==> src/rtl/object_renderer_pkg.sv <==
// Shared definitions for the object renderer: screen defaults, colour codes, box geometry.
// Box bounds are 33 bits so bottom/right edges never wrap.
package object_renderer_pkg;

  localparam int H_VISIBLE       = 640;
  localparam int V_VISIBLE_DEF   = 480;
  localparam logic [3:0] BG_COLOR_DEF = 4'd0;
  localparam int BOX_W           = 33;

  localparam logic [3:0] COL_BLACK  = 4'd0;
  localparam logic [3:0] COL_BLUE   = 4'd1;
  localparam logic [3:0] COL_RED    = 4'd2;
  localparam logic [3:0] COL_GREEN  = 4'd3;
  localparam logic [3:0] COL_YELLOW = 4'd4;
  localparam logic [3:0] COL_WHITE  = 4'd15;

  typedef enum logic {
    EMPTY   = 1'b0,
    SHOWING = 1'b1
  } rendState_t;

  typedef struct packed {
    logic [BOX_W-1:0] top;
    logic [BOX_W-1:0] bot;
    logic [BOX_W-1:0] left;
    logic [BOX_W-1:0] right;
    logic [3:0]       color;
  } objBox_t;

  // Origin wraps mod 2^32; extent is added in 33 bits (exclusive bounds).
  function automatic objBox_t makeBox(
    input logic [31:0] vStart,
    input logic [31:0] hStart,
    input logic [31:0] width,
    input logic [31:0] height,
    input logic [31:0] vOff,
    input logic [31:0] hOff,
    input logic [3:0]  color
  );
    objBox_t    b;
    logic [31:0] t;
    logic [31:0] l;
    t       = vStart + vOff;
    l       = hStart + hOff;
    b.top   = {1'b0, t};
    b.left  = {1'b0, l};
    b.bot   = {1'b0, t} + {1'b0, height};
    b.right = {1'b0, l} + {1'b0, width};
    b.color = color;
    return b;
  endfunction

endpackage

==> src/rtl/obj_box_compare.sv <==
// Registered half-open range test lo <= count < hi on a zero-extended pixel counter.
// One cycle latency, no backpressure.
module obj_box_compare
  import object_renderer_pkg::*;
(
  input  logic             clk,
  input  logic             rst,
  input  logic [9:0]       count,
  input  logic [BOX_W-1:0] lo,
  input  logic [BOX_W-1:0] hi,
  output logic             inRange
);

  logic [BOX_W-1:0] countExt;

  assign countExt = {{(BOX_W-10){1'b0}}, count};

  always_ff @(posedge clk) begin
    if (!rst) begin
      inRange <= 1'b0;
    end else begin
      inRange <= (countExt >= lo) && (countExt < hi);
    end
  end

endmodule

==> src/rtl/object_renderer.sv <==
// Double-buffered object descriptor renderer: per-pixel colour/hit at 2-cycle latency plus frame flags.
// desc_ready drops while a descriptor waits for the next frame boundary; pixel path never stalls.
module object_renderer #(
  parameter int         V_VISIBLE = object_renderer_pkg::V_VISIBLE_DEF,
  parameter logic [3:0] BG_COLOR  = object_renderer_pkg::BG_COLOR_DEF
) (
  input  logic        pixClk,
  input  logic        rst,
  input  logic        desc_valid,
  output logic        desc_ready,
  input  logic [31:0] obj_vStartPos,
  input  logic [31:0] obj_hStartPos,
  input  logic [31:0] obj_objWidth,
  input  logic [31:0] obj_objHeight,
  input  logic [31:0] obj_vOffset,
  input  logic [31:0] obj_hOffset,
  input  logic [3:0]  obj_color,
  input  logic [9:0]  hCount,
  input  logic [9:0]  vCount,
  input  logic        blank,
  output logic [3:0]  pix_color,
  output logic        pix_hit,
  output logic        frame_start,
  output logic        frame_hit
);

  import object_renderer_pkg::*;

  rendState_t state;
  rendState_t stateNext;
  objBox_t    pendBox;
  objBox_t    actBox;
  logic       pendingFull;
  logic       captureEn;
  logic       boundary;
  logic       promote;
  logic       activeValid;
  logic       inV;
  logic       inH;
  logic       blankS1;
  logic       hitS1;
  logic       acc;

  assign boundary    = (hCount == 10'd0) && (vCount == 10'(V_VISIBLE));
  assign desc_ready  = rst & ~pendingFull;
  assign captureEn   = desc_valid & desc_ready;
  assign promote     = boundary & pendingFull;
  assign activeValid = (state == SHOWING);

  always_ff @(posedge pixClk) begin
    if (!rst) begin
      state <= EMPTY;
    end else begin
      state <= stateNext;
    end
  end

  always_comb begin
    stateNext = state;
    case (state)
      EMPTY:   if (promote) stateNext = SHOWING;
      SHOWING: stateNext = SHOWING;
      default: stateNext = EMPTY;
    endcase
  end

  // Capture requires an empty pending slot, so it can never coincide with a promotion.
  always_ff @(posedge pixClk) begin
    if (!rst) begin
      pendingFull <= 1'b0;
      pendBox     <= '0;
      actBox      <= '0;
    end else if (promote) begin
      actBox      <= pendBox;
      pendingFull <= 1'b0;
    end else if (captureEn) begin
      pendBox     <= makeBox(obj_vStartPos, obj_hStartPos, obj_objWidth, obj_objHeight,
                             obj_vOffset, obj_hOffset, obj_color);
      pendingFull <= 1'b1;
    end
  end

  obj_box_compare uVCmp (
    .clk     (pixClk),
    .rst     (rst),
    .count   (vCount),
    .lo      (actBox.top),
    .hi      (actBox.bot),
    .inRange (inV)
  );

  obj_box_compare uHCmp (
    .clk     (pixClk),
    .rst     (rst),
    .count   (hCount),
    .lo      (actBox.left),
    .hi      (actBox.right),
    .inRange (inH)
  );

  assign hitS1 = activeValid & inV & inH & ~blankS1;

  always_ff @(posedge pixClk) begin
    if (!rst) begin
      blankS1     <= 1'b0;
      pix_hit     <= 1'b0;
      pix_color   <= BG_COLOR;
      frame_start <= 1'b0;
      frame_hit   <= 1'b0;
      acc         <= 1'b0;
    end else begin
      blankS1     <= blank;
      pix_hit     <= hitS1;
      pix_color   <= hitS1 ? actBox.color : BG_COLOR;
      frame_start <= boundary;
      if (boundary) begin
        frame_hit <= acc | pix_hit;
        acc       <= 1'b0;
      end else begin
        acc       <= acc | pix_hit;
      end
    end
  end

endmodule

==> config.mk <==
export PLATFORM = sky130hd
export DESIGN_NAME = object_renderer
export DESIGN_NICKNAME = d
export VERILOG_FILES = /design/src/rtl/object_renderer_pkg.sv /design/src/rtl/obj_box_compare.sv /design/src/rtl/object_renderer.sv
export SDC_FILE = /design/constraint.sdc
export NUM_CORES = 1
export LEC_CHECK = 0
export ABC_AREA = 1
export BUFFER_PORTS_ARGS = -buffer_cell sky130_fd_sc_hd__buf_2
export CORE_MARGIN = 4
export CORE_UTILIZATION = 30
export DETAILED_ROUTE_END_ITERATION = 16
export GPL_ROUTABILITY_DRIVEN = 0
export PLACE_DENSITY_LB_ADDON = 0.12
export SKIP_LAST_GASP = 1
export SLEW_MARGIN = 25
export SYNTH_ARGS = -nofsm -noshare
export SYNTH_HDL_FRONTEND = slang
export SYNTH_SLANG_ARGS = --single-unit
==> constraint.sdc <==
create_clock -name pixClk -period 3.2 [get_ports pixClk]
set_input_delay 0.48 -clock pixClk [delete_from_list [all_inputs] [get_ports pixClk]]
set_output_delay 0.48 -clock pixClk [all_outputs]
set_load 0.02 [all_outputs]
==> flow_summary.toml, run 1 <==
[clock_tree]
cts_root_buffer = "clkbuf_16"
clk_latency_ns = 0.55
cts_sinks = 281
cts_hold_buffers = 0
cts_max_level = 2
cts_tree = "yes"
cts_buffers = 35
cts.clk_slew.worst_paths_ns = 0.05
clockBufferDepth = 3

[timing]
worst_pin_slew_ns = 0.8215
grt_setup_unrepaired = "yes"
min_period_ns = 3.096
skew_ns = 0.02496
fin_ws_ns = 0.1035
period_share = 0.9677
final-setup-viol-count = 0
finalHoldViolations = 0
slew_headroom = 0.4523
fin_hold_ws_ns = 0.1251
fmax_ghz = 0.3229
slew_viol_final = 0

[finish]
syn_to_final_growth_pct = 33.32
seqCellArea_um2 = 5625
drive_gt1_frac = 0.2031
fin_util = 0.4070
multi_input_area_um2 = 12550
n_fill_cell = 7203
final_common_cell = "nand2_1"
final_cell_mix = "nand2_1 (1058), inv_1 (478), nor2_1 (430)"
nets = 4225
reg_top3 = "actBox x134, pendBox x134, pix_color x4"

[floorplanning]
start_util = 0.3053
die_x_um = 265.0
ios = 228
die_height_um = 265.0
row_count = 93
die-area_um2 = 70240
core_um2 = 64930

[route]
drt_pass1_iterations = 5
vias = 20880
antenna_left = 0
drc = 0
via_per_inst = 4.427
detail_route.wl_per_cell_um = 14.31
wirelength_mm = 67.47
drt_iter0_markers = 1034

[yosys]
synth_cell_type_count = 37
syn-cell-area_um2 = 19820
async_flop_share = 0
synth-seq-cells = 281
syn_area_per_cell_um2 = 6.089
ys_seq_area_frac = 0.2838
synth-edff-count = 0
synthCells = 3255
synth_flop_cell = "dfxtp_1"
synth_fp_nets = 3644
yosysWarnings = 0

[worst_setup_path]
crit_required_ns = 3.62
cp-start-kind = "primary input"
crit_arrival_ns = 3.52
cp_max_fo = 4
worstSetupPathType = "primary input to flip-flop"
end_kind = "flip-flop"

[power]
irDropWorstVdd_uv = 306.1
p_leak_nw = 14.02
p_per_area_nw_per_um2 = 502.3
p_total_mw = 13.27

[global_routing]
overflow = 0
grt_pass1_vias = 19930
grt_max_degree = 173
track_usage = 0.1879
grt_pass1_wl_mm = 107.4
antenna_found_initial = 2

[place]
hpwl_mm = 54.77
place_ws_ns = -0.5450
io_buffers = 227

[min_path]
hold_class = "primary input to flip-flop"

[run]
max_cap_viol_count = 0

[run_status]
status = "completed"
-- critical path: stages --
cell and delay, ns:
buf_2 0.10, ha_1 0.37, buf_4 0.15, nand2_1 0.10
nor4_1 0.51, nand2_1 0.15, nand2_1 0.08, nand2_1 0.06
and2_1 0.15, ha_2 0.38, nand2_1 0.13, nor2_1 0.20
inv_1 0.09, nor3_1 0.19, nand2_1 0.09, nand3_1 0.09
nand3_1 0.08, nand2_1 0.09, inv_1 0.03
-- timing repair --
item	in CTS	in global routing
buffers inserted	0	2
setup endpoints to repair	0	43
resized for setup	0	119
-- per-layer routing --
| layer | part of all wire | vias to the layer above | track usage |
|---|---|---|---|
| li1 | - | 11350 | - |
| met1 | 0.51 | 9199 | 0.2691 |
| met2 | 0.45 | 263 | 0.3092 |
| met3 | 0.029 | 62 | 0.01545 |
| met4 | 0.019 | 0 | 0.04212 |
| met5 | 0 | - | 0 |
-- synthesized netlist by cell type, types with 4 or more instances --
cell,instances,area (um2)
ha_1,165,2064
dfxtp_1,281,5625
nand3b_1,9,67.56
nand4_1,18,112.6
a22o_1,25,219.0
and3_1,4,25.02
clkbuf_1,40,150.1
buf_6,7,78.83
nand3_1,197,986.0
a21oi_1,108,540.5
and2_1,35,219.0
fa_1,4,80.08
buf_2,20,100.1
o21ai_1,26,130.1
nor2_1,447,1678
xor2_1,29,254.0
xnor2_1,29,254.0
o21bai_1,16,120.1
nor3_1,28,140.1
buf_1,6,22.52
nor4_1,26,162.7
o21ai_0,150,750.7
inv_1,478,1794
nand2_1,1083,4065
-- area by class of cell --
class | count | share of cell area
antenna | 1 | 0.00009470
clock buffer | 49 | 0.03741
clock inverter | 12 | 0.008570
inverter | 481 | 0.06847
multi-input combinational | 2417 | 0.4750
sequential | 281 | 0.2129
tap | 855 | 0.04049
timing repair buffer | 620 | 0.1571
-- through the flow --
| stage | TNS [ns] | instance area, um2 | std cells |
|---|---|---|---|
| floorplan | 0 | 19820 | 3255 |
| global placement | -18.81 | 24670 | 4652 |
| detailed placement | -19.80 | 24670 | 4652 |
| CTS | 0 | 25890 | 4713 |
| global route | -0.1719 | 26420 | 4715 |
| finish | 0 | 26420 | 4716 |
-- final timing paths --
kind	start	to	slack [ns]	cells after the start
worst max-delay path	obj_vStartPos[14]	pendBox[98]	0.10	19
worst min-delay path	blank	blankS1	0.13	3
worst max register to register	pendingFull	pendBox[88]	1.23	7
worst min register to register	actBox[3]	pix_color[3]	0.43	2
-- report_power, final --
part           total [mW]  switching, mW  internal [mW]
clock                4.19           1.61           2.58
sequential           3.88          0.123           3.75
combinational        5.21           2.89           2.32
-- logic make-up (layout without fill, tap and decap cells) --
| group | after synthesis | in the layout | synth area share |
|---|---|---|---|
| and+or+nand+nor | 1852 | 1852 | 0.3790 |
| DFF | 281 | 281 | 0.2838 |
| buffers and inverters | 557 | 1162 | 0.1097 |
| xor gates and xnor gates | 58 | 58 | 0.02563 |
| other | 0 | 1 | 0 |
| AOI/OAI and AO/OA | 338 | 338 | 0.09368 |
| adders and majority gates | 169 | 169 | 0.1082 |
No activity file was read; power rests on OpenSTA's default activity.
==> run 2: changes to the inputs <==
CORE_UTILIZATION = 54   (was 30)
RECOVER_POWER = 50   (was unset)
==> flow_summary.toml, run 2 (synthesis results as in run 1) <==
[route]
detail_route.wl_per_cell_um = 13.72
via_per_inst = 5.097
vias = 21630
antenna_left = 0
drc = 0
drt_pass1_iterations = 6
wirelength_mm = 58.21
drt_iter0_markers = 1612

[clock_tree]
clockBufferDepth = 3
cts.clk_slew.worst_paths_ns = 0.06
cts_buffers = 29
cts_setup_buffers = 0
clk_latency_ns = 0.54
cts_sinks = 281
cts_root_buffer = "clkbuf_16"
cts_tree = "yes"
cts_max_level = 1

[power]
irDropWorstVdd_uv = 401.0
p_total_mw = 12.23
p_per_area_nw_per_um2 = 491.9
p_leak_nw = 13.54

[worst_setup_path]
critPathTopFamily = "simple AND/OR/NAND/NOR gates"
rrSetupSlack_ns = 1.43
crit_start = "obj_vStartPos[6]"
worstSetupPathType = "primary input to flip-flop"
cp_max_fo = 4
critPathSlowestCell = "ha_1"
critPathBufInv = 5
crit_required_ns = 3.63
crit_chain = "buf_2 > ha_1 > nand2_1 > inv_1 > a21oi_1 > nand2_1 > nand2_1 > nand2_1 > xor2_1 > buf_4 > ha_1 > nand2_1 > buf_4 > nor2_1 > nand3_1 > nand3_1 > nand3_1 > nand3_1 > nand3_1 > nand2_1 > inv_1"
cp-start-kind = "primary input"
crit_arrival_ns = 3.42
worst_path_most_repeated_cell = "nand2_1"
end_kind = "flip-flop"
cpPeakStageDelay_ns = 0.36
reg2reg_from = "pendingFull"

[timing]
setup_tns_ns = 0
fmax_ghz = 0.3341
period_share = 0.9353
finalHoldViolations = 0
final-setup-viol-count = 0
slew_headroom = -0.1818
fin_ws_ns = 0.2071
grt_setup_unrepaired = "yes"
slew_viol_final = 106
worst_pin_slew_ns = 1.773
skew_ns = 0.01184
min_period_ns = 2.993
fin_hold_ws_ns = 0.1299

[floorplanning]
die_height_um = 199.6
core_um2 = 35910
start_util = 0.5519
die-area_um2 = 39830
ios = 228
row_count = 69
die_x_um = 199.6

[place]
place_ws_ns = -0.3703
hpwl_mm = 46.67
dp_cells = 4192
placed_area_um2 = 23650
io_buffers = 227

[global_routing]
overflow = 0
grt_pass1_wl_mm = 95.77
antenna_found_initial = 0
track_usage = 0.2866
grt_pass1_vias = 20530
grt_max_degree = 106

[finish]
instances_no_fill = 4243
fin_util = 0.6924
num_antenna_cells = 0
final_cell_mix = "nand2_1 (1065), inv_1 (478), nor2_1 (427)"
final_common_cell = "nand2_1"
syn_to_final_growth_pct = 25.47
fin_area_um2 = 24870
drive_gt1_frac = 0.1753
n_fill_cell = 3272
reg_top3 = "actBox x134, pendBox x134, pix_color x4"
nets = 4151

[run]
max_cap_viol_count = 1

[run_status]
status = "finished, violations left"
violations = "capacitance limit, slew limit"

[min_path]
hold_class = "primary input to flip-flop"
hp-start = "blank"
[run 2: cell types whose count changed in the layout (fill, tap and decap cells not counted), moves of 7 or more]
cell	before	now
a21oi_1	88	101
a21oi_2	20	7
buf_4	389	322
ha_4	12	5
nor2_2	11	19
ha_1	139	155
ha_2	14	5
nand2_1	1058	1065
[run 2: routing by layer]
layer / track usage / vias to the layer above / wire, um
li1: - / 11190 / -
met1: 0.4121 / 9566 / 27570
met2: 0.4620 / 758 / 25080
met3: 0.03052 / 111 / 4104
met4: 0.07220 / 0 / 1462
met5: 0 / - / 0
[run 2: timing repair]
item | in CTS | in global routing
setup endpoints to repair | 0 | 28
hold buffers | 0 | 0
gates resized for setup | 0 | 63
[run 2: worst min-delay path, delay by kind of cell]
kind / cells / cell delay [ns]
buf+inv: 2 / 0.12
simple gates: 1 / 0.04
[run 2: path summary, 6_finish.rpt]
path                   to  depth (start not counted)
min               blankS1                          3
max reg2reg  pendBox[125]                          7
max           pendBox[90]                         21
min reg2reg  pix_color[1]                          2
[run 2: area by class of cell]
cell class,count,area (um2),area share
clock buffer,41,860.8,0.03461
multi-input combinational,2417,12260,0.4931
clock inverter,10,143.9,0.005786
timing repair buffer,552,3592,0.1444
tap,461,576.8,0.02319
sequential,281,5625,0.2262
inverter,481,1808,0.07270
[run 2: report_power, final]
part	total (mW)	switching, mW	internal, mW
Sequential	3.89	0.138	3.75
Combinational	4.84	2.73	2.11
Clock	3.50	1.39	2.11
Total	12.2	4.26	7.97
